`config.mk`:
```
export PLATFORM = sky130hd
export DESIGN_NAME = interdevice_uart_tx
export DESIGN_NICKNAME = d
export VERILOG_FILES = /design/src/rtl/interdevice_uart_tx_pkg.sv /design/src/rtl/interdevice_uart_tx_baud_tick.sv /design/src/rtl/interdevice_uart_tx.sv
export SDC_FILE = /design/constraint.sdc
export NUM_CORES = 1
export LEC_CHECK = 0
export CORE_MARGIN = 10
export CORE_UTILIZATION = 50
export DETAILED_ROUTE_END_ITERATION = 8
export PLACE_DENSITY = 0.77
export SYNTH_ARGS = -nofsm -noshare
export SYNTH_HDL_FRONTEND = slang
export SYNTH_SLANG_ARGS = --single-unit
```
`constraint.sdc`:
```
create_clock -name cpuclk -period 3.28 [get_ports cpuclk]
set_input_delay 0.984 -clock cpuclk [delete_from_list [all_inputs] [get_ports cpuclk]]
set_output_delay 0.984 -clock cpuclk [all_outputs]
set_load 0.02 [all_outputs]
```
`src/rtl/interdevice_uart_tx_pkg.sv`:
```
// Shared types for the inter-device UART: flit layout, default baud divisor
// and the transmitter state encoding.
package types;

    localparam int FLIT_BYTES        = 16;
    localparam int FLIT_W            = FLIT_BYTES * 8;
    localparam int UART_CLKS_PER_BIT = 868;

    typedef logic [FLIT_W-1:0] flit_t;

    typedef enum logic [1:0] {
        ST_IDLE,
        ST_START,
        ST_DATA,
        ST_STOP
    } uart_tx_state_e;

endpackage

```
`src/rtl/interdevice_uart_tx_baud_tick.sv`:
```
// Baud timer: counts 0..CLKS_PER_BIT-1 and flags the last cycle of each bit.
// Shared between the transmitter and a future receiver.
module interdevice_uart_baud_tick
    import types::*;
#(
    parameter int CLKS_PER_BIT = types::UART_CLKS_PER_BIT
) (
    input  logic cpuclk,
    input  logic rst_n,
    input  logic clear,
    output logic tick
);

    localparam int            CW   = (CLKS_PER_BIT > 1) ? $clog2(CLKS_PER_BIT) : 1;
    localparam logic [CW-1:0] LAST = CW'(CLKS_PER_BIT - 1);

    logic [CW-1:0] r_cnt;

    // NOTE: sequential state is always written with <= so every flop samples
    // the pre-edge values of its neighbours, independent of process order.
    always_ff @(posedge cpuclk) begin
        if (!rst_n || clear) begin
            r_cnt <= '0;
        end else if (r_cnt == LAST) begin
            r_cnt <= '0;
        end else begin
            r_cnt <= r_cnt + CW'(1);
        end
    end

    assign tick = (r_cnt == LAST);

endmodule

```
`src/rtl/interdevice_uart_tx.sv`:
```
// Flit serializer: sends a 128-bit flit as 16 back-to-back 8N1 bytes,
// byte 0 (flit[7:0]) first, with a registered line output.
module interdevice_uart_tx
    import types::*;
#(
    parameter int CLKS_PER_BIT = types::UART_CLKS_PER_BIT
) (
    input  logic  cpuclk,
    input  logic  rst_n,
    input  flit_t flit_in,
    input  logic  flit_in_valid,
    output logic  flit_in_ready,
    output logic  uart_tx,
    output logic  busy
);

    localparam logic [3:0] LAST_BYTE = 4'(FLIT_BYTES - 1);
    localparam logic [2:0] LAST_BIT  = 3'd7;

    uart_tx_state_e r_state, w_state_next;
    flit_t          r_shift, w_shift_next;
    logic [3:0]     r_byte_cnt, w_byte_next;
    logic [2:0]     r_bit_cnt, w_bit_next;
    logic           r_tx, w_tx_next;
    logic           w_baud_clear;
    logic           w_tick;

    interdevice_uart_baud_tick #(
        .CLKS_PER_BIT(CLKS_PER_BIT)
    ) u_baud (
        .cpuclk(cpuclk),
        .rst_n (rst_n),
        .clear (w_baud_clear),
        .tick  (w_tick)
    );

    // NOTE: every signal written here gets a default first, so no path can
    // leave one unassigned and infer a latch.
    always_comb begin
        w_state_next = r_state;
        w_shift_next = r_shift;
        w_byte_next  = r_byte_cnt;
        w_bit_next   = r_bit_cnt;
        w_tx_next    = r_tx;
        w_baud_clear = 1'b0;

        case (r_state)
            ST_IDLE: begin
                w_baud_clear = 1'b1;
                w_tx_next    = 1'b1;
                if (flit_in_valid) begin
                    w_state_next = ST_START;
                    w_shift_next = flit_in;
                    w_byte_next  = '0;
                    w_bit_next   = '0;
                    w_tx_next    = 1'b0;
                end
            end
            ST_START: begin
                if (w_tick) begin
                    w_state_next = ST_DATA;
                    w_tx_next    = r_shift[0];
                    w_shift_next = r_shift >> 1;
                end
            end
            ST_DATA: begin
                // The shift register moves one bit per data bit, so the next
                // byte is already at the bottom when its start bit begins.
                if (w_tick) begin
                    if (r_bit_cnt == LAST_BIT) begin
                        w_state_next = ST_STOP;
                        w_bit_next   = '0;
                        w_tx_next    = 1'b1;
                    end else begin
                        w_bit_next   = r_bit_cnt + 3'd1;
                        w_tx_next    = r_shift[0];
                        w_shift_next = r_shift >> 1;
                    end
                end
            end
            ST_STOP: begin
                if (w_tick) begin
                    if (r_byte_cnt == LAST_BYTE) begin
                        w_state_next = ST_IDLE;
                        w_byte_next  = '0;
                        w_tx_next    = 1'b1;
                    end else begin
                        w_state_next = ST_START;
                        w_byte_next  = r_byte_cnt + 4'd1;
                        w_tx_next    = 1'b0;
                    end
                end
            end
            default: begin
                w_state_next = ST_IDLE;
                w_tx_next    = 1'b1;
            end
        endcase
    end

    // NOTE: the 128-bit shift register is cleared on reset too, so a frame
    // aborted mid-way leaves no stale data behind.
    always_ff @(posedge cpuclk) begin
        if (!rst_n) begin
            r_state    <= ST_IDLE;
            r_shift    <= '0;
            r_byte_cnt <= '0;
            r_bit_cnt  <= '0;
            r_tx       <= 1'b1;
        end else begin
            r_state    <= w_state_next;
            r_shift    <= w_shift_next;
            r_byte_cnt <= w_byte_next;
            r_bit_cnt  <= w_bit_next;
            r_tx       <= w_tx_next;
        end
    end

    assign flit_in_ready = (r_state == ST_IDLE);
    assign busy          = (r_state != ST_IDLE);
    assign uart_tx       = r_tx;

endmodule

```
==> results.yml, run 1 <==
synthesis:
  synth_cell_types: 38
  synthesis.area_um2: 6894
  synth.avg_cell_area_um2: 9.656
  ys.flop_type: "dfxtp_1"
  ys_async_sr_fraction_pct: 0
  synthCells: 714
  synth_edf_count: 0
  ys_warn_count: 0
  ys_ff_latch: 148
  ys_seq_area_share_pct: 42.98
  synth_fp_nets: 854
setup_path:
  cp-startpoint: "r_state[1]"
  worst_ep_required_time_ns: 2.30
  crit_cells: 4
  path_max_fanout: 6
  startpoint_type: "register"
  critPathKind: "register to primary output"
  crit-reg2reg-capture: "r_shift[113]"
  cpMaxStageDelayCell: "clkdlybuf4s50_1"
  cp_cell_sequence: "inv_1 -> ha_4 -> inv_1 -> clkdlybuf4s50_1"
  crit_family: "buffers and inverters"
  crit_buf_inv: 3
  endpoint: "busy"
  rr_startpoint: "u_baud.r_cnt[0]"
  crit_arrival_ns: 1.87
  rrSetupSlack_ns: 0.83
  rr_worst_depth: 7
  cp_common_cell: "inv_1"
  endpoint_kind: "primary output"
  critPathMaxStageDelay_ns: 0.61
clock_tree:
  cts-root-buf: "clkbuf_16"
  post_cts_buffers: 0
  h-tree-depth: 4
  cts_buffers: 17
  cts_sinks: 148
  ctsResizeCount: 0
  cts_hold_buf: 0
  clk_latency_ns: 0.42
  cts_tree: "yes"
  clk_path_buf_depth: 2
  clk_pin_slew_worst_paths_ns: 0.06
drt:
  first_iter_violations: 553
  viasPerCell: 5.973
  routedWlPerCell_um: 18.11
  antenna_left: 0
  drc: 0
  vias: 5919
  drt_first_pass_iters: 5
  routed_wl_um: 17950
power_and_ir_drop:
  clkPwrFrac_pct: 20.8
  combPwrFrac_pct: 50.9
  seqPwrFrac_pct: 28.4
  ir_drop_v: 0.0007111
  p_int_uw: 5767
  swShare_pct: 39.69
  p_switching_uw: 3795
  leakage_uw: 0.003192
  power_density_nw_per_um2: 1074
cells_and_area:
  antennaDiodeCount: 0
  nNetsFinal: 943
  final_cell_mix: "dfxtp_1, clkdlybuf4s50_1, a21oi_1, mux2i_1, a211oi_1"
  final_common_cell: "dfxtp_1"
  drive_gt1_share_pct: 6.135
  areaGrowthSynthToFinish_pct: 29.11
global_routing:
  grt_use_total_pct: 18.46
  antenna_found_initial: 0
  gr-total-overflow: 0
  grt_max_degree: 66
  grt_pass1_wl_um: 28920
  first_global_vias: 5806
die:
  die_h_um: 137.4
  coreArea_um2: 13400
  die_area_um2: 18890
  rows: 42
  pin_count: 134
  start_util_pct: 51.45
  die_x_um: 137.4
sta:
  worst_slack_ns: 0.4300
  fmax_mhz: 350.9
  tns_ns: 0
  rsz0062_at_grt: "no"
  hold_viol_final: 0
  slew_viol_final: 0
  finalSetupViolCount: 0
  tightest_slew_ns: 0.6776
  final.min_clock_period_ns: 2.850
  slew_headroom_pct: 54.82
  clock_skew_ns: 0.007101
  period_share_pct: 86.89
run_status:
  status: "finished clean"
flow_run:
  maxCapViolCount: 0
min_path:
  hp-class: "register to register"
  min-delay-start: "u_baud.r_cnt[0]"
placement:
  place.gp.congestion: 0.8044
  port_buffers: 133
  post-dp-hpwl_um: 11900
  post-place-ws_ns: 0.2590
## state kept, by name (all words and copies together) (netlist names)
name and flops:
uart_tx 1, r_shift 128, u_baud.r_cnt 10, r_byte_cnt 4, r_state 2, r_bit_cnt 3
## kinds of logic after synthesis
kind of cell    share of synthesized area, %
compound gates                         25.70
mux                                    18.87
buf+inv                                5.553
flops                                  42.98
fa+ha+maj                              1.633
xor+xnor                               1.016
simple gates                           4.247
## cells in the mapped netlist, drive strengths merged (3+ instances only)
| master | n | area (µm²) |
|---|---|---|
| a211oi | 127 | 953.4 |
| a21oi | 132 | 660.6 |
| buf | 36 | 206.4 |
| clkbuf | 40 | 150.1 |
| dfxtp | 148 | 2963 |
| ha | 9 | 112.6 |
| inv | 7 | 26.28 |
| mux2i | 130 | 1301 |
| nand2 | 14 | 52.55 |
| nand3 | 9 | 45.04 |
| nand3b | 3 | 22.52 |
| nand4 | 3 | 18.77 |
| nor2 | 13 | 48.80 |
| nor3 | 3 | 15.01 |
| o21ai | 3 | 15.01 |
| o22ai | 5 | 31.28 |
| or3 | 6 | 47.54 |
| xnor2 | 4 | 35.03 |
| xor2 | 4 | 35.03 |
## worst min path at each step
stage,end,cells past startpoint
2_1_floorplan,u_baud.r_cnt[0],1
3_3_place_gp,u_baud.r_cnt[0],1
3_5_place_dp,r_shift[127],2
4_1_cts,u_baud.r_cnt[0],1
5_1_grt,r_shift[127],2
6_report,u_baud.r_cnt[0],1
## metal layers
| metal | up-vias | wire length [µm] | GRT usage [%] |
|---|---|---|---|
| li1 | 2886 | - | - |
| met1 | 2812 | 8354 | 24.95 |
| met2 | 203 | 8167 | 27.94 |
| met3 | 18 | 1239 | 5.135 |
| met4 | 0 | 187 | 5.621 |
| met5 | - | 0 | 0 |
## final cells by class
class                           instances  area (µm²)
Fill cell                            1073        4499
Multi-Input combinational cell        483        3586
Sequential cell                       148        2963
Tap cell                              176       220.2
Clock inverter                          8       123.9
Clock buffer                           23       488.0
Inverter                                7       28.78
Timing Repair Buffer                  146        1491
## power groups by stage
stage	logic [µW]	clock network (µW)	registers (µW)
after floorplan	3930	0	2650
after global placement	4670	0	2700
after detailed placement	4840	0	2720
after CTS	4860	2010	2700
after global routing	5310	2090	2770
final	4860	1990	2710
## per-stage QoR
stage / power, µW / instances / hold WS [ns] / area, µm² / util [%]
2_1_floorplan: 6573 / 714 / 0.4297 / 6894 / -
3_3_place_gp: 7362 / 960 / 0.4444 / 8289 / 61.86
3_5_place_dp: 7561 / 960 / 0.4724 / 8289 / 61.86
4_1_cts: 9572 / 991 / 0.4838 / 8901 / 66.42
5_1_grt: 10170 / 991 / 0.5147 / 8901 / 66.42
6_report: 9562 / 991 / 0.4723 / 8901 / 66.42
Power figures use the tool's default switching activity.
==> inputs of run 2 (changes only) <==
--- a/config.mk
+++ b/config.mk
@@ -9,6 +9,7 @@
 export CORE_UTILIZATION = 50
 export DETAILED_ROUTE_END_ITERATION = 8
 export PLACE_DENSITY = 0.77
+export SETUP_SLACK_MARGIN = 0.4
 export SYNTH_ARGS = -nofsm -noshare
 export SYNTH_HDL_FRONTEND = slang
 export SYNTH_SLANG_ARGS = --single-unit
==> results.yml, run 2 (synthesis results as in run 1) <==
run_status:
  status: "finished clean"
global_routing:
  first_global_vias: 5806
  grt_max_degree: 66
  antenna_found_initial: 0
  gr-total-overflow: 0
  grt_use_total_pct: 18.46
  grt_pass1_wl_um: 28920
sta:
  clock_skew_ns: 0.007101
  fmax_mhz: 366.3
  rsz0062_at_grt: "no"
  slew_viol_final: 0
  hold_ws_ns: 0.4723
  period_share_pct: 83.23
  slew_headroom_pct: 54.82
  finalSetupViolCount: 0
  tns_ns: 0
  tightest_slew_ns: 0.6777
  hold_viol_final: 0
  final.min_clock_period_ns: 2.730
  worst_slack_ns: 0.5499
setup_path:
  crit_arrival_ns: 1.75
  cpMaxStageDelayCell: "clkdlybuf4s50_1"
  crit_family: "buffers and inverters"
  critPathKind: "register to primary output"
  cp_cell_sequence: "inv_1 -> ha_4 -> clkdlybuf4s50_1"
  path_max_fanout: 6
  worst_ep_required_time_ns: 2.30
  crit_buf_inv: 2
  critPathMaxStageDelay_ns: 0.62
  startpoint_type: "register"
  endpoint_kind: "primary output"
clock_tree:
  h-tree-depth: 4
  clk_latency_ns: 0.42
  ctsResizeCount: 0
  cts_hold_buf: 0
  cts_tree: "yes"
  clk_path_buf_depth: 2
  post_cts_buffers: 0
  cts_buffers: 17
  cts-root-buf: "clkbuf_16"
  clk_pin_slew_worst_paths_ns: 0.06
  cts_sinks: 148
power_and_ir_drop:
  power_density_nw_per_um2: 1074
  seqPwrFrac_pct: 28.4
  p_int_uw: 5765
  combPwrFrac_pct: 50.9
  leakage_uw: 0.003205
  swShare_pct: 39.70
  ir_drop_v: 0.0007111
  p_switching_uw: 3796
  clkPwrFrac_pct: 20.8
drt:
  wl_met3_um: 1222
  drc: 0
  antenna_left: 0
  drt_first_pass_iters: 5
  routedWlPerCell_um: 18.11
  viasPerCell: 5.971
  routed_wl_um: 17950
  routed.top_layer: "met4"
  vias: 5917
  wl_met2_um: 8166
  met1_length_um: 8363
  first_iter_violations: 553
placement:
  post-dp-hpwl_um: 11900
  post-place-ws_ns: 0.2590
  port_buffers: 133
  place.gp.congestion: 0.8044
cells_and_area:
  areaGrowthSynthToFinish_pct: 29.15
  antennaDiodeCount: 0
  nNetsFinal: 943
  top_register: "r_shift"
  final_cell_mix: "dfxtp_1, a21oi_1, clkdlybuf4s50_1, mux2i_1, a211oi_1"
  drive_gt1_share_pct: 6.135
  final_common_cell: "dfxtp_1"
  reg_top3: "r_shift: 128 flops, u_baud.r_cnt: 10 flops, r_byte_cnt: 4 flops"
  largest_reg_flops: 128
die:
  coreArea_um2: 13400
  die_area_um2: 18890
  pin_count: 134
  rows: 42
  die_h_um: 137.4
  die_x_um: 137.4
  start_util_pct: 51.45
min_path:
  hp-class: "register to register"
flow_run:
  maxCapViolCount: 0
run 2: changes by cell type in the layout (fill, tap and decap cells not counted):
| cell | before | now |
|---|---|---|
| dlymetal6s2s_1 | 0 | 1 |
| clkdlybuf4s50_1 | 133 | 132 |
run 2: layer usage:
| metal | track usage (%) | up-vias |
|---|---|---|
| li1 | - | 2886 |
| met1 | 24.95 | 2815 |
| met2 | 27.94 | 196 |
| met3 | 5.135 | 20 |
| met4 | 5.621 | 0 |
| met5 | 0 | - |
run 2: path summary, 6_finish.rpt:
path	startpoint	cells after the start	slack, ns	endpoint
setup / recovery	r_state[0]	3	0.55	flit_in_ready
hold / removal	u_baud.r_cnt[0]	1	0.47	u_baud.r_cnt[0]
setup reg to reg	u_baud.r_cnt[0]	7	0.83	r_shift[113]
hold reg to reg	u_baud.r_cnt[0]	1	0.47	u_baud.r_cnt[0]
run 2: worst register-to-register path: stages (launching register included):
cell and delay (ns):
dfxtp_1 0.38, ha_1 0.29, nand4b_1 0.25, o32ai_4 0.32, buf_4 0.27, buf_4 0.45, a21oi_1 0.14, a211oi_1 0.25
run 2: power by group through the flow:
| stage | Combinational [µW] | Clock, µW | Sequential (µW) |
|---|---|---|---|
| 2_1_floorplan | 3930 | 0 | 2650 |
| 3_3_place_gp | 4670 | 0 | 2700 |
| 3_5_place_dp | 4840 | 0 | 2720 |
| 4_1_cts | 4860 | 2010 | 2700 |
| 5_1_grt | 5310 | 2090 | 2770 |
| 6_report | 4860 | 1990 | 2710 |
run 2: cell type report:
cell class,count,area [µm²]
Tap cell,176,220.2
Sequential cell,148,2963
Timing Repair Buffer,146,1494
Clock buffer,23,488.0
Multi-Input combinational cell,483,3586
Fill cell,1072,4497
Inverter,7,28.78
Clock inverter,8,123.9
run 2: stage by stage:
stage               instances  total power (µW)  cell area [µm²]  util, %
finish                    991              9561             8904    66.44
global route              991             10170             8904    66.44
CTS                       991              9572             8901    66.42
detailed placement        960              7561             8289    61.86
global placement          960              7362             8289    61.86
floorplan                 714              6573             6894        -
==> inputs of run 3 (changes only) <==
==> constraint.sdc (replaced) <==
create_clock -name cpuclk -period 2.9 [get_ports cpuclk]
set_input_delay 0.87 -clock cpuclk [delete_from_list [all_inputs] [get_ports cpuclk]]
set_output_delay 0.87 -clock cpuclk [all_outputs]
set_load 0.02 [all_outputs]
==> results.yml, run 3 (synthesis results as in run 1) <==
cells_and_area:
  reg_top3: "r_shift: 128 flops, u_baud.r_cnt: 10 flops, r_byte_cnt: 4 flops"
  areaGrowthSynthToFinish_pct: 29.66
  final_cell_mix: "dfxtp_1, a21oi_1, clkdlybuf4s50_1, mux2i_1, a211oi_1"
  final_common_cell: "dfxtp_1"
  largest_reg_flops: 128
  top_register: "r_shift"
  drive_gt1_share_pct: 6.495
  nNetsFinal: 943
  antennaDiodeCount: 0
  n_fill_cell: 1090
power_and_ir_drop:
  ir_drop_v: 0.001110
  power_density_nw_per_um2: 1220
  finalPower_uw: 10910
  leakage_uw: 0.003196
setup_path:
  crit-reg2reg-capture: "r_shift[41]"
  rr_startpoint: "u_baud.r_cnt[0]"
  rr_worst_depth: 6
  worst_ep_required_time_ns: 2.03
  crit_arrival_ns: 1.55
  critPathKind: "register to primary output"
  path_max_fanout: 6
  startpoint_type: "register"
  endpoint_kind: "primary output"
  rrSetupSlack_ns: 0.57
sta:
  slew_viol_final: 0
  tightest_slew_ns: 0.6422
  clock_skew_ns: 0.007841
  fmax_mhz: 413.0
  period_share_pct: 83.50
  finalSetupViolCount: 0
  rsz0062_at_grt: "yes"
  tns_ns: 0
  hold_viol_final: 0
  slew_headroom_pct: 57.19
  final.min_clock_period_ns: 2.421
die:
  pin_count: 134
  die_h_um: 137.4
  die_x_um: 137.4
  coreArea_um2: 13400
  start_util_pct: 51.45
  die_area_um2: 18890
  rows: 42
clock_tree:
  cts_tree: "yes"
  clk_path_buf_depth: 2
  clk_pin_slew_worst_paths_ns: 0.06
  cts_sinks: 148
  cts-root-buf: "clkbuf_16"
  cts_hold_buf: 0
  cts_buffers: 17
  h-tree-depth: 4
  clk_latency_ns: 0.42
drt:
  first_iter_violations: 380
  routedWlPerCell_um: 18.05
  routed_wl_um: 17910
  viasPerCell: 5.941
  drt_first_pass_iters: 5
  drc: 0
  vias: 5893
  antenna_left: 0
global_routing:
  grt_pass1_wl_um: 29240
  antenna_found_initial: 0
  grt_use_total_pct: 18.81
  first_global_vias: 5885
  gr-total-overflow: 0
  grt_max_degree: 129
min_path:
  whs_path_depth: 2
  hp-class: "register to register"
  min-delay-start: "r_shift[127]"
  min_to: "r_shift[127]"
flow_run:
  maxCapViolCount: 0
run_status:
  status: "finished clean"
placement:
  place.gp.congestion: 0.7671
  port_buffers: 133
  post-dp-hpwl_um: 11710
==> run 3: cell types whose count changed in the layout (fill, tap and decap cells not counted), moves of 2 or more <==
cell        before  now
buf_12           5    8
clkinv_2         2    0
buf_4            8    4
clkinvlp_4       2    5
clkbuf_1         2    0
inv_6            0    5
clkbuf_8         4    0
==> run 3: critical path: stages (launching register included) <==
cell and delay, ns:
dfxtp_1 0.40, inv_1 0.13, ha_4 0.21, inv_1 0.07, clkdlybuf4s15_1 0.32
==> run 3: stage by stage <==
stage	std cells	cell area [µm²]	hold slack [ns]	setup WS [ns]	utilization (%)
after CTS	992	8932	0.4673	0.4481	66.66
after global routing	992	8939	0.5104	0.4022	66.70
after global placement	960	8339	0.4422	0.2494	62.23
after floorplan	714	6894	0.4297	0.7687	-
final	992	8939	0.4624	0.4786	66.70
after detailed placement	960	8339	0.4596	0.1987	62.23
==> run 3: repair_timing <==
item | in CTS | in global routing
gates resized for setup | 2 | 2
setup buffers | 0 | 0
setup endpoints to repair | 2 | 5
gates cloned | 0 | 0
==> run 3: layout make-up <==
type                            count  area (µm²)  share of cell area [%]
Clock buffer                       17       425.4                   4.759
Tap cell                          176       220.2                   2.464
Timing Repair Buffer              146        1545                   17.29
Multi-Input combinational cell    483        3586                   40.12
Sequential cell                   148        2963                   33.15
Inverter                            7       28.78                  0.3219
Clock inverter                     15       170.2                   1.904
==> run 3: how the worst max path moves through the flow <==
stage,startpoint,cells after the start,slack [ns],end
after floorplan,flit_in_valid,7,0.77,r_shift[44]
final,r_state[1],4,0.48,busy
after detailed placement,flit_in_valid,6,0.20,r_shift[68]
after global placement,flit_in_valid,6,0.25,r_shift[79]
after CTS,r_state[1],4,0.45,busy
after global routing,r_state[0],4,0.40,busy
==> run 3: power by group <==
part / internal [µW] / switching [µW]
registers: 2710 / 349
logic: 2490 / 3160
clock network: 1290 / 911
total: 6490 / 4420
==> run 3: routing by layer <==
layer | share of wire [%] | GRT usage [%]
met5 | 0 | 0
met4 | 1.2 | 5.504
met3 | 6.3 | 5.244
met2 | 46 | 29.46
met1 | 46 | 24.69
